===== config.mk =====
export PLATFORM = sky130hd
export DESIGN_NAME = trace_write_scheduler
export DESIGN_NICKNAME = d
export VERILOG_FILES = /design/src/rtl/scope_pkg.sv /design/src/rtl/trace_level_decode.sv /design/src/rtl/trace_write_scheduler.sv
export SDC_FILE = /design/constraint.sdc
export NUM_CORES = 1
export LEC_CHECK = 0
export CAP_MARGIN = 20
export CORE_ASPECT_RATIO = 0.75
export CORE_MARGIN = 2
export CORE_UTILIZATION = 50
export DETAILED_ROUTE_END_ITERATION = 10
export PLACE_DENSITY_LB_ADDON = 0.1
export SYNTH_ARGS = -nofsm -noshare
export SYNTH_HDL_FRONTEND = slang
export SYNTH_SLANG_ARGS = --single-unit

===== constraint.sdc =====
create_clock -name clk_25MHz -period 17.8 [get_ports clk_25MHz]
set_input_delay 3.56 -clock clk_25MHz [delete_from_list [all_inputs] [get_ports clk_25MHz]]
set_output_delay 3.56 -clock clk_25MHz [all_outputs]
set_load 0.02 [all_outputs]

===== src/rtl/scope_pkg.sv =====
// Shared scope constants, colours and FSM state type for the
// trace write scheduler and its level decoder.
package scope_pkg;

    localparam int H_ACTIVE   = 640;
    localparam int V_ACTIVE   = 480;
    localparam int BAND_H     = 13;
    localparam int BAND_BASE  = 221;
    localparam int MID_FIRST  = 235;
    localparam int MID_LAST   = 240;
    localparam int MAX_LEVEL  = 17;

    localparam logic [11:0] COL_BLACK = 12'h000;
    localparam logic [11:0] COL_TRACE = 12'h010;
    localparam logic [11:0] COL_MID   = 12'hFFF;
    localparam logic [11:0] COL_GRID  = 12'h333;

    typedef enum logic [1:0] {
        CLEAR,
        WAIT_SAMPLE,
        WRITE_COL,
        ADVANCE
    } state_t;

endpackage


===== src/rtl/trace_level_decode.sv =====
// Maps a volts/tenths sample to the first row of its 13-row trace band.
// Purely combinational.
module trace_level_decode
    import scope_pkg::*;
(
    input  logic [7:0] sample_data,
    output logic [8:0] row_start
);

    logic [3:0] volts;
    logic [1:0] sub;
    logic [8:0] level;

    // Clamp volts to 5, bucket tenths into thirds, then place the band
    always_comb begin
        volts = (sample_data[7:4] > 4'd5) ? 4'd5 : sample_data[7:4];
        if (sample_data[3:0] <= 4'd3) begin
            sub = 2'd0;
        end else if (sample_data[3:0] <= 4'd6) begin
            sub = 2'd1;
        end else begin
            sub = 2'd2;
        end
        level     = 9'd3 * {5'd0, volts} + {7'd0, sub};
        row_start = 9'(BAND_BASE) - 9'(BAND_H) * level;
    end

endmodule


===== src/rtl/trace_write_scheduler.sv =====
// Clears the frame, then draws one scope-trace column per sample.
// Optional background grid is enabled by defining TRACE_GRID_EN.
module trace_write_scheduler
    import scope_pkg::*;
(
    input  logic        clk_25MHz,
    input  logic        rst_n,
    input  logic [7:0]  sample_data,
    input  logic        sample_valid,
    output logic        sample_ready,
    input  logic [1:0]  mode,
    input  logic        v_blank,
    output logic        wr_en,
    output logic [8:0]  wr_row,
    output logic [9:0]  wr_col,
    output logic [11:0] wr_data,
    output logic        busy
);

    localparam logic [8:0] ROW_LAST  = 9'(V_ACTIVE - 1);
    localparam logic [9:0] COL_LAST  = 10'(H_ACTIVE - 1);
    localparam logic [8:0] MID_LO    = 9'(MID_FIRST);
    localparam logic [8:0] MID_HI    = 9'(MID_LAST);
    localparam logic [8:0] BAND_SPAN = 9'(BAND_H - 1);

    state_t      state;
    state_t      state_nxt;
    logic [9:0]  col_ptr;
    logic [8:0]  clr_row;
    logic [9:0]  clr_col;
    logic        clr_en;
    logic [7:0]  samp_q;
    logic [1:0]  mode_q;
    logic        hs;
    logic        clr_last;
    logic [7:0]  dec_in;
    logic [1:0]  mode_sel;
    logic [8:0]  row_start;
    logic [8:0]  row_nxt;
    logic [11:0] pix_nxt;
    logic        in_mid;
    logic        in_band;
    logic        trace_on;

    assign hs       = sample_valid && sample_ready;
    assign clr_last = (clr_row == ROW_LAST) && (clr_col == COL_LAST);

    // Row 0 is prepared at the handshake, before the sample is latched
    assign dec_in   = (state == WAIT_SAMPLE) ? sample_data : samp_q;
    assign mode_sel = (state == WAIT_SAMPLE) ? mode : mode_q;
    assign row_nxt  = (state == WAIT_SAMPLE) ? 9'd0 : wr_row + 9'd1;

    trace_level_decode u_decode (
        .sample_data (dec_in),
        .row_start   (row_start)
    );

`ifdef TRACE_GRID_EN
    logic on_grid;
    assign on_grid = (col_ptr[5:0] == 6'd0) || ((row_nxt % 9'd48) == 9'd0);
`endif

    // Colour of the next row to be presented: midline, trace, then background
    always_comb begin
        in_mid   = (row_nxt >= MID_LO) && (row_nxt <= MID_HI);
        in_band  = (row_nxt >= row_start) &&
                   (row_nxt <= row_start + BAND_SPAN);
        trace_on = (mode_sel == 2'd0) || (mode_sel == 2'd2);
        pix_nxt  = COL_BLACK;
        if (in_mid) begin
            pix_nxt = COL_MID;
        end else if (in_band && trace_on) begin
            pix_nxt = COL_TRACE;
`ifdef TRACE_GRID_EN
        end else if (on_grid) begin
            pix_nxt = COL_GRID;
`endif
        end
    end

    // State register
    always_ff @(posedge clk_25MHz) begin
        if (!rst_n) begin
            state <= CLEAR;
        end else begin
            state <= state_nxt;
        end
    end

    // Next-state logic
    always_comb begin
        state_nxt = state;
        unique case (state)
            CLEAR:       if (clr_last) state_nxt = WAIT_SAMPLE;
            WAIT_SAMPLE: if (hs) state_nxt = WRITE_COL;
            WRITE_COL:   if (v_blank && wr_row == ROW_LAST) state_nxt = ADVANCE;
            ADVANCE:     state_nxt = WAIT_SAMPLE;
            default:     state_nxt = CLEAR;
        endcase
    end

    // Outputs decoded from state; column writes follow v_blank directly
    always_comb begin
        sample_ready = (state == WAIT_SAMPLE);
        busy         = (state != WAIT_SAMPLE);
        wr_en        = clr_en || ((state == WRITE_COL) && v_blank);
    end

    // Clear sweep, sample latch, row stepping and column pointer
    always_ff @(posedge clk_25MHz) begin
        if (!rst_n) begin
            col_ptr <= '0;
            clr_row <= '0;
            clr_col <= '0;
            clr_en  <= 1'b0;
            samp_q  <= '0;
            mode_q  <= '0;
            wr_row  <= '0;
            wr_col  <= '0;
            wr_data <= '0;
        end else begin
            clr_en <= 1'b0;
            unique case (state)
                CLEAR: begin
                    clr_en  <= 1'b1;
                    wr_row  <= clr_row;
                    wr_col  <= clr_col;
                    wr_data <= COL_BLACK;
                    if (clr_col == COL_LAST) begin
                        clr_col <= '0;
                        clr_row <= (clr_row == ROW_LAST) ? 9'd0 : clr_row + 9'd1;
                    end else begin
                        clr_col <= clr_col + 10'd1;
                    end
                end
                WAIT_SAMPLE: begin
                    if (hs) begin
                        samp_q  <= sample_data;
                        mode_q  <= mode;
                        wr_row  <= row_nxt;
                        wr_col  <= col_ptr;
                        wr_data <= pix_nxt;
                    end
                end
                WRITE_COL: begin
                    if (v_blank && wr_row != ROW_LAST) begin
                        wr_row  <= row_nxt;
                        wr_data <= pix_nxt;
                    end
                end
                ADVANCE: begin
                    col_ptr <= (col_ptr == COL_LAST) ? 10'd0 : col_ptr + 10'd1;
                end
                default: ;
            endcase
        end
    end

endmodule

== Word-level counts from Yosys, hierarchy flattened ==
Index checks and enable logic that the tools add are counted.
Storage, ports and cells
  output and inout port bits: 34
  word-level logic and storage cells: 83
  input port bits: 14
  bits in registers: 73
Cells by class
  reduce and logical (&&, ||, !) cells: 19
  magnitude comparators: 7
  multiply operators: 2
  muxes and demuxes: 24
  equality and inequality tests: 14
  $add $sub $neg: 7
Operator list (number)
  $mux W12: 3
  $mux W9: 4
  $pmux W12 S3: 1
  $mux W10: 3
  $pmux W9 S3: 1
  $add A10 B1 Y10 const B: 2
  $eq A10 B10 Y1 const B: 2
  $pmux W10 S2: 1
  $add A9 B1 Y9 const B: 2
  $eq A9 B9 Y1 const B: 2
  $mux W2: 6
  $add A9 B4 Y9 const B: 1
  $ge A9 B8 Y1 const B: 1
  $ge A9 B9 Y1: 1
  $le A9 B8 Y1 const B: 1
  $le A9 B9 Y1: 1
  $mul A4 B9 Y9 const A: 1
  $ne A9 B9 Y1 const B: 1
  $sub A8 B9 Y9 const A: 1
  $logic_and A1 B1 Y1: 8
  $mux W8: 1
  $pmux W2 S4: 1
  $add A6 B2 Y7: 1
  $eq A2 B2 Y1 const B: 3
  16 further kinds: 24

== Logic depth before layout (Yosys ltp) ==
Gate-level depths: netlist of run 1.
  depth after elaboration: 16
  mapped depth: 31
  depth with buffers taken out: 28

== Hierarchy ==
Synthesis of run 1 repeated with hierarchy kept, for this count alone.
Unflattened totals
  cell total of the unflattened synthesis: 530
  area, all modules: 4441.8 µm²
By module, submodules not included
  trace_write_scheduler: cells an instance 445, area an instance 3729.8 µm², sequential area each 1241.2 µm², times used 1
  trace_level_decode: cells an instance 85, area an instance 711.9 µm², sequential area each 0.0 µm², times used 1

== Least setup slack after synthesis of run 1 ==
OpenSTA, ideal clock, no wires.
  path kind: input to register
  start: input port sample_data[6]
  end: register wr_data[4]
  data arrival time: 8.688 ns
  setup time: 0.074 ns
  data required time: 17.726 ns
  buffers on the path: 0
  path slack: 9.037 ns
  cell stages on the path: 24
  cells stage by stage: nor2_1 a21oi_1 nor2_1 fa_1 ha_1 inv_1 fa_1 inv_1 ha_1 inv_1 fa_1 ha_1 ha_1 a21oi_1 xnor2_1 or4_1 nor2_1 xor2_1 ha_1 nand3_1 o32a_1 o41ai_1 nand4b_1 a31oi_1
On the way
  longest elaborated chain between the ends: 15
  elaborated cells on any way between the ends: 17
  classes of those cells: add/sub: 3; mul: 2; order compare: 3; mux: 7; reduce/logical: 2
Ends and longest elaborated chain
  start: declaration: line trace_write_scheduler.sv:8  | input logic [7:0] sample_data,
  $mux W8 *: line trace_write_scheduler.sv:49  | assign dec_in = (state == WAIT_SAMPLE) ? sample_data : samp_q;
  $gt A4 B3 Y1: line trace_level_decode.sv:16  | volts = (sample_data[7:4] > 4'd5) ? 4'd5 : sample_data[7:4];
  $mux W4 *: line trace_level_decode.sv:16
  $mul A2 B4 Y6 *: line trace_level_decode.sv:24  | level = 9'd3 * {5'd0, volts} + {7'd0, sub};
  $add A6 B2 Y7 *: line trace_level_decode.sv:24
  $mul A4 B9 Y9 *: line trace_level_decode.sv:25  | row_start = 9'(BAND_BASE) - 9'(BAND_H) * level;
  $sub A8 B9 Y9 *: line trace_level_decode.sv:25
  $add A9 B4 Y9: line trace_write_scheduler.sv:67  | (row_nxt <= row_start + BAND_SPAN);
  $le A9 B9 Y1: line trace_write_scheduler.sv:67
  $logic_and A1 B1 Y1 *: line trace_write_scheduler.sv:66  | in_band = (row_nxt >= row_start) &&
  $logic_and A1 B1 Y1 *: line trace_write_scheduler.sv:72  | end else if (in_band && trace_on) begin
  $mux W5 *: line trace_write_scheduler.sv:72
  $mux W12 *: line trace_write_scheduler.sv:70  | if (in_mid) begin
  $mux W12 (on tied branches): line trace_write_scheduler.sv:146, trace_write_scheduler.sv:137
  $pmux W12 S3 *: line trace_write_scheduler.sv:123  | unique case (state)
  end signal: assignment: line trace_write_scheduler.sv:142  | wr_data <= pix_nxt;
  end signal: assignment: line trace_write_scheduler.sv:148  | wr_data <= pix_nxt;
  end: declaration: line trace_write_scheduler.sv:16  | output logic [11:0] wr_data,
Mark *: on every way between the ends. The rest lies on a longest branch, timed or not. The select of a mux whose other input is x is not followed.
A chain may end at the register's enable or synchronous reset.

== Worst setup path after layout of run 1 ==
Ends and elaborated chain as after synthesis.

==> results of run 1 <==
[path summary, 6_finish.rpt]
check             slack, ns  cells past startpoint         end
hold reg to reg        0.46                      2   samp_q[4]
hold / removal         0.46                      2   samp_q[4]
setup / recovery       8.30                     25  wr_data[4]
setup reg to reg      11.13                     26  wr_data[4]
[through the flow]
step	hold slack (ns)	cells	setup WS, ns
floorplan	0.433	495	9.04
global placement	0.442	625	8.16
detailed placement	0.453	625	8.00
CTS	0.462	641	8.33
global route	0.475	641	7.89
finish	0.459	641	8.30
[cells in the final DEF, fill, tap and decap left out, drive strengths merged, types with 2 or more instances in the layout]
| master | Yosys | routed |
|---|---|---|
| nand2 | 35 | 35 |
| clkdlybuf4s50 | 0 | 46 |
| o31ai | 2 | 2 |
| xor2 | 29 | 29 |
| ha | 52 | 52 |
| and3 | 4 | 4 |
| mux2i | 27 | 27 |
| nor3b | 3 | 3 |
| fa | 5 | 5 |
| or3 | 2 | 2 |
| o41ai | 2 | 2 |
| a311oi | 2 | 2 |
| a21oi | 25 | 25 |
| nor3 | 3 | 3 |
| nor2b | 4 | 4 |
| a211oi | 21 | 21 |
| nand4 | 11 | 11 |
| inv | 37 | 37 |
| nand4b | 2 | 2 |
| and2 | 2 | 2 |
| conb | 2 | 2 |
| nand3 | 16 | 16 |
| a31oi | 3 | 3 |
| buf | 16 | 3 |
| xnor2 | 11 | 11 |
| and4 | 2 | 2 |
| nand2b | 4 | 4 |
| bufinv | 0 | 3 |
| nor2 | 74 | 74 |
| a21o | 9 | 9 |
| clkbuf | 8 | 9 |
| clkinv | 0 | 3 |
| o21ai | 8 | 8 |
| dfxtp | 62 | 62 |
[state kept, by name (all words and copies together), names as in the netlist]
signal	cells
clr_col	10
clr_en	1
clr_row	9
col_ptr	10
mode_q	1
samp_q	8
state	2
wr_col	10
wr_data	2
wr_row	9
[cells in the mapped netlist, drive strengths merged, types with 4 or more instances]
cell type	instances
a21oi	25
nand4	11
nor2	74
mux2i	27
o21ai	8
buf	16
fa	5
nand2b	4
clkbuf	8
xnor2	11
dfxtp	62
ha	52
nand3	16
nor2b	4
xor2	29
nand2	35
a21o	9
and3	4
inv	37
a211oi	21
[routing by layer]
metal | up-vias | track usage (%) | routed length [um]
met5 | - | 0 | 0
met4 | 0 | 6.33 | 108
met3 | 11 | 5.42 | 504
met2 | 84 | 30.3 | 3780
met1 | 1604 | 31.5 | 4750
li1 | 1784 | - | -
[cell type report]
cell class              instances  share of cell area [%]
inverters                      37                    2.82
clock inverters                 7                    2.29
flip-flops and latches         62                    25.2
clock buffers                   9                    2.52
multi-input cells             372                    54.7
well taps                     105                    2.67
repair buffers                 49                    9.81
[cell families after synthesis]
| logic type | count (synthesis) | share of synthesized area, % |
|---|---|---|
| compound gates | 80 | 12.7 |
| fa+ha+maj | 57 | 17.9 |
| flops | 62 | 29.6 |
| xor+xnor | 40 | 8.35 |
| buf+inv | 61 | 6.44 |
| other cells | 2 | 0.179 |
| simple gates | 165 | 18.1 |
| mux | 28 | 6.80 |
[critical path, cell delays in order]
cell             delay [ns]
clkdlybuf4s50_1        0.52
nor2_1                 0.06
a21oi_1                0.31
nor2_1                 0.15
fa_1                   0.57
ha_1                   0.17
inv_1                  0.05
fa_1                   0.38
xnor2_1                0.34
ha_1                   0.30
ha_1                   0.29
inv_1                  0.07
fa_1                   0.42
ha_1                   0.33
inv_1                  0.08
o211a_1                0.22
a311oi_1               0.57
nor2_1                 0.13
xor2_1                 0.17
ha_1                   0.31
nand3_1                0.08
o32a_1                 0.28
o41ai_1                0.08
nand4b_1               0.14
a31oi_1                0.17
==> metrics, run 1 <==
status=finished, final reports clean; Yosys Warn Count=0; RSZ-0062 raised after global routing=no; drt wl/cell=14.3 um; total gr overflow=0; Max Cap Violations=0; Min-Delay Startpoint=samp_q[4]; Mapped Nets=between 500 and 600; crit path launch=sample_data[6]; largest net degree at the start of global routing=47; Setup TNS=0 ns; Worst Hold Class=reg -> reg; Async SR Flop Fraction=0%; register area=about 0.0012 mm^2; Tot GR Track Use=between 20% and 30%; share of the synthesized area in the top cell type=between 20% and 30%; Final Skew=about 0.0094 ns; DRC=0; Post-CTS Resized=0; share of cells above drive strength 1=about 4.5%; final max-slew violation count=0; Via Count=approximately 3500; number of synthesized flops with an enable pin=0; Layout Nets=roughly 600; H-tree depth=3; Reg clk slew, reported paths=0.06 ns; fin util=a little over 60%; row count=28; Synth area leaders=dfxtp_1, ha_1, nor2_1; Antenna Nets Post-Route=0; CTS sink cnt=62; number of port buffers=46; Post-CTS Hold Buffers=0; initial antenna violation count=0; footprint of the multi-input gates=approximately 0.0027 mm^2; worst relative slew slack=44.9%; vias per inst=roughly 5.4; Mean Syn Cell Area=between 8 and 9 um^2; DP HPWL=approximately 6900 um; Worst Max-Slew Pin Slew=~0.82 ns; starting density of the core=a little over half; final setup violation count=0; startpoint types=primary input; Mapped Cells=approximately 500; Clock Latency Late Sink=0.34 ns; Die H=approximately 83 um; DRT Pass-1 Iters=4; global-route wire length before repair=about 16000 um; Top FF cell, synth=dfxtp_1; final hold viol count=0; critical path capture point type=flip-flop; placer congestion estimate=0.836; post-layout minimum cycle time=between 9 and 10 ns; die area=0.00915 mm^2; total CTS buffers=9; Yosys cell types=49; CTS Buffer Depth=2; Fill cells=a little over 700; chip width=110 um; Reg-to-Reg Start=state[1]; Syn Std Cell Area=between 0.004 and 0.005 mm^2; CTS tree=yes; Cell Area, Placed=roughly 0.0047 mm^2; 1st-iter DRT viols=about 140; number of antenna diodes=0; Synth area leader=dfxtp_1; area growth from synthesis to layout=17.3%; core area=roughly 0.0080 mm^2; required time worst endpoint=between 15 and 20 ns; postcts setup bufs=0; Critical Path AT=9.76 ns; critical path class=in -> reg; io pins=48; post-route cell area=~0.0049 mm^2; vias in the first global route=roughly 3300; Fmax=~110 MHz; Final period util=between 50 and 60%; CP Max Fanout=4; synthesized flop and latch total=a little over 60; CTS root buf=clkbuf_8; register area share after synthesis=between 20% and 30%; DRT Wirelength=a little over 9000 um
Power of run 1 is left out: the tool's default activity adds up to more than one toggle a clock period on the data nets, which glitch-free logic cannot reach.
==> inputs of run 2 (changes only) <==
- clock period: 17.8 -> 8.23 ns (I/O delays scaled with it)
==> run 2 against run 1 <==
  * Cell area decreased by 1.5%
  * Largest cell class unchanged
  * Critical path type unchanged
  * Flip-flop and latch count unchanged
  * Global-route usage about the same
  * Highest routed layer unchanged
==> metrics, run 2 (synthesis gave the netlist of run 1 again) <==
chip width=approximately 110 um; Crit path max-delay family=adder cells; most frequent cells in the layout=nor2_1, dfxtp_1, ha_1; vias per inst=5.33; starting density of the core=between 50% and 60%; Via Count=3398; 1st-iter DRT viols=about 140; Reg-to-Reg Start=state[1]; Setup TNS=0 ns; Top Registers=clr_col (10), col_ptr (10), wr_col (10); Reg clk slew, reported paths=around 0.070 ns; final setup violation count=0; Antenna Nets Post-Route=0; row count=28; RSZ-0062 raised after global routing=no; RR Endpoint=wr_data[4]; CP Max Fanout=4; R2R setup slack=roughly 1.6 ns; Die H=83.4 um; DP HPWL=6870 um; Clock Latency Late Sink=roughly 0.35 ns; DRC=0; dominant cell type by count on the critical path=ha_1; critical path capture point type=flip-flop; critical path class=in -> reg; Min-Delay Startpoint=mode_q[0]; total gr overflow=0; WHS Path Cells=2; DRT Wirelength=9130 um; CTS root buf=clkbuf_8; Final Skew=0.00487 ns; Max Cap Violations=0; startpoint types=primary input; critical path buffer and inverter count=4; worst relative slew slack=approximately 45%; vias in the first global route=~3200; CTS Buffer Depth=2; most common cell after layout, fill and taps aside=nor2_1; final max-slew violation count=0; global-route wire length before repair=between 15000 and 20000 um; share of cells above drive strength 1=between 3 and 4%; io pins=48; postcts setup bufs=0; CP max stage cell=a311oi_1; CP peak stage delay=0.56 ns; Final period util=between 90% and 100%; area growth from synthesis to layout=15.5%; largest net degree at the start of global routing=47; DP Worst Slack=roughly 0.37 ns; number of antenna diodes=0; final worst slack=0.723 ns; number of port buffers=46; R2R depth=26; die area=between 0.009 and 0.01 mm^2; Critical Path AT=between 7 and 8 ns; CTS tree=yes; Fill cells=733; initial antenna violation count=0; core area=0.00802 mm^2; Post-CTS Hold Buffers=0; drt wl/cell=approximately 14 um; placer congestion estimate=around 0.84; Worst Hold Class=reg -> reg; Post-CTS Resized=0; required time worst endpoint=about 8.5 ns; hold endpoint=mode_q[0]; status=finished, final reports clean; Fmax=133 MHz; CTS sink cnt=62; Worst Max-Slew Pin Slew=around 0.83 ns; H-tree depth=3; Tot GR Track Use=~21%; post-layout minimum cycle time=7.51 ns; final hold viol count=0; Layout Nets=approximately 600; DRT Pass-1 Iters=4; total CTS buffers=9
[run 2: cell count changes in the layout (fill, tap and decap cells not counted)]
cell | previous run | this run
clkbuf_8 | 9 | 11
bufinv_16 | 3 | 0
clkinvlp_4 | 1 | 0
clkinv_2 | 3 | 2
[run 2: worst max path at each step]
stage,to,start,depth (start not counted)
6_report,wr_data[4],sample_data[6],25
3_5_place_dp,wr_data[4],sample_data[6],25
2_1_floorplan,wr_data[4],sample_data[6],24
3_3_place_gp,wr_data[4],sample_data[6],25
5_1_grt,wr_data[4],sample_data[7],26
4_1_cts,wr_data[4],sample_data[6],25
[run 2: area by class of cell]
cell class	instances	area (um^2)	share of cell area (%)
Tap cell	105	131	2.71
Clock buffer	11	151	3.12
Inverter	37	139	2.86
Sequential cell	62	1240	25.6
Multi-Input combinational cell	372	2690	55.5
Timing Repair Buffer	49	483	9.96
Clock inverter	2	10.0	0.206
[run 2: tightest hold or removal path, cell delays in order (launching register included)]
cell and delay, ns:
dfxtp_1 0.31, nand2_1 0.05, a21oi_1 0.05
[run 2: routing by layer]
metal	GRT usage (%)	vias to the layer above	part of all wire, %
li1	-	1775	-
met1	32.0	1537	53
met2	30.1	75	40
met3	5.65	11	5.0
met4	5.75	0	1.6
met5	0	-	0
[run 2: per-stage QoR]
step	cells	hold slack, ns	area (um^2)	utilization [%]
2_1_floorplan	495	0.433	4200	-
3_3_place_gp	625	0.443	4690	58.4
3_5_place_dp	625	0.451	4690	58.4
4_1_cts	638	0.463	4850	60.4
5_1_grt	638	0.478	4850	60.4
6_report	638	0.461	4850	60.4
Power of run 2 is left out for the same reason.
==> inputs of run 3 (changes only) <==
- MAX_ROUTING_LAYER: default -> met4
==> run 3 against run 2 <==
  * Wire length grew 1.2%
  * Register-to-register slack about the same
  * Hold slack got worse by 0.0049 ns
  * Worst setup slack improved by 0.013 ns
  * Clock skew grew 0.0034 ns
  * Fmax rose by 0.18%
  * Largest cell class unchanged
==> metrics, run 3 (synthesis gave the netlist of run 1 again) <==
DRT Wirelength=around 9200 um; Worst Max-Slew Pin Slew=about 0.83 ns; Critical Path AT=about 8 ns; Via Count=~3400; postcts setup bufs=0; CTS Buffer Depth=2; row count=28; post-layout minimum cycle time=7.49 ns; 1st-iter DRT viols=159; critical path capture point type=flip-flop; starting density of the core=52.3%; largest net degree at the start of global routing=47; worst relative slew slack=about 45%; startpoint types=primary input; Post-CTS Hold Buffers=0; H-tree depth=3; number of antenna diodes=0; CP peak stage delay=slightly below 0.6 ns; area growth from synthesis to layout=16.8%; io pins=48; DRT Pass-1 Iters=4; global-route wire length before repair=around 16000 um; final setup violation count=0; CTS sink cnt=62; Tot GR Track Use=roughly 22%; RSZ-0062 raised after global routing=no; chip width=110 um; Clock Latency Late Sink=roughly 0.35 ns; initial antenna violation count=0; final hold viol count=0; CP max stage cell=a311oi_1; placed instance count=roughly 630; Max Cap Violations=0; most frequent cells in the layout=nor2_1, dfxtp_1, ha_1; Antenna Nets Post-Route=0; Crit path max-delay family=adder cells; DRC=0; Die H=about 83 um; vias per inst=~5.3; vias in the first global route=3232; core area=between 0.008 and 0.009 mm^2; total gr overflow=0; Setup TNS=0 ns; fin util=around three fifths; Fill cells=approximately 730; number of port buffers=46; Non-Filler Instances=about 640; Top Registers=clr_col (10), col_ptr (10), wr_col (10); Post-CTS Resized=0; CP Max Fanout=4; die area=roughly 0.009 mm^2; final max-slew violation count=0; Layout Nets=roughly 600; dominant cell type by count on the critical path=ha_1; Reg clk slew, reported paths=around 0.070 ns; Fmax=roughly 130 MHz; required time worst endpoint=8.50 ns; most common cell after layout, fill and taps aside=nor2_1; share of cells above drive strength 1=~4.1%; placer congestion estimate=approximately 0.86; critical path class=in -> reg; Final Skew=0.00829 ns; Worst Hold Class=reg -> reg; total CTS buffers=9; Final period util=91.1%; CTS root buf=clkbuf_8; critical path buffer and inverter count=4; drt wl/cell=14.4 um; CTS tree=yes; status=finished, final reports clean; DP HPWL=~7000 um
## run 3: cell types whose count changed in the layout (fill, tap and decap cells not counted), sizes merged
| cell | delta |
|---|---|
| bufinv | +2 |
| clkbuf | +1 |
## run 3: final cells by class
class / instances / area [um^2] / area share (%)
inverter: 37 / 139 / 2.83
clock inverter: 4 / 70.1 / 1.43
tap: 105 / 131 / 2.68
clock buffer: 12 / 145 / 2.96
multi-input combinational: 372 / 2690 / 54.9
timing repair buffer: 49 / 483 / 9.85
sequential: 62 / 1240 / 25.3
## run 3: layer usage
metal	global-route usage, %	share of wire [%]	vias to the layer above	wire length [um]
li1	-	-	1778	-
met1	32.1	53	1530	4900
met2	31.2	41	82	3790
met3	5.57	5.0	6	466
met4	4.95	0.82	0	76
met5	-	0	-	0
## run 3: through the flow
| stage | hold WS, ns | worst slack, ns | area, um^2 |
|---|---|---|---|
| final | 0.456 | 0.736 | 4900 |
| after CTS | 0.457 | 0.751 | 4900 |
| after global placement | 0.443 | 0.486 | 4690 |
| after floorplan | 0.433 | 1.38 | 4200 |
| after detailed placement | 0.448 | 0.390 | 4690 |
| after global routing | 0.480 | 0.368 | 4900 |
## run 3: worst paths after layout
kind / startpoint / to / slack [ns] / cells after the start
max: sample_data[6] / wr_data[4] / 0.74 / 25
min: mode_q[0] / mode_q[0] / 0.46 / 2
max reg2reg: state[1] / wr_data[4] / 1.60 / 26
min reg2reg: mode_q[0] / mode_q[0] / 0.46 / 2
## run 3: worst reg2reg max path, stage by stage, from the launching register on
cell      delay [ns]
dfxtp_1         0.42
inv_1           0.11
ha_1            0.27
buf_4           0.30
a311oi_1        0.29
a21oi_1         0.11
fa_1            0.52
ha_1            0.16
inv_1           0.05
fa_1            0.37
xnor2_1         0.31
ha_1            0.29
ha_1            0.29
inv_1           0.09
fa_1            0.43
ha_1            0.32
inv_1           0.07
o211a_1         0.22
a311oi_1        0.59
nor2_1          0.13
xor2_1          0.17
ha_1            0.32
nand3_1         0.08
o32a_1          0.29
o41ai_1         0.07
nand4b_1        0.13
a31oi_1         0.16
Power of run 3 is left out for the same reason.
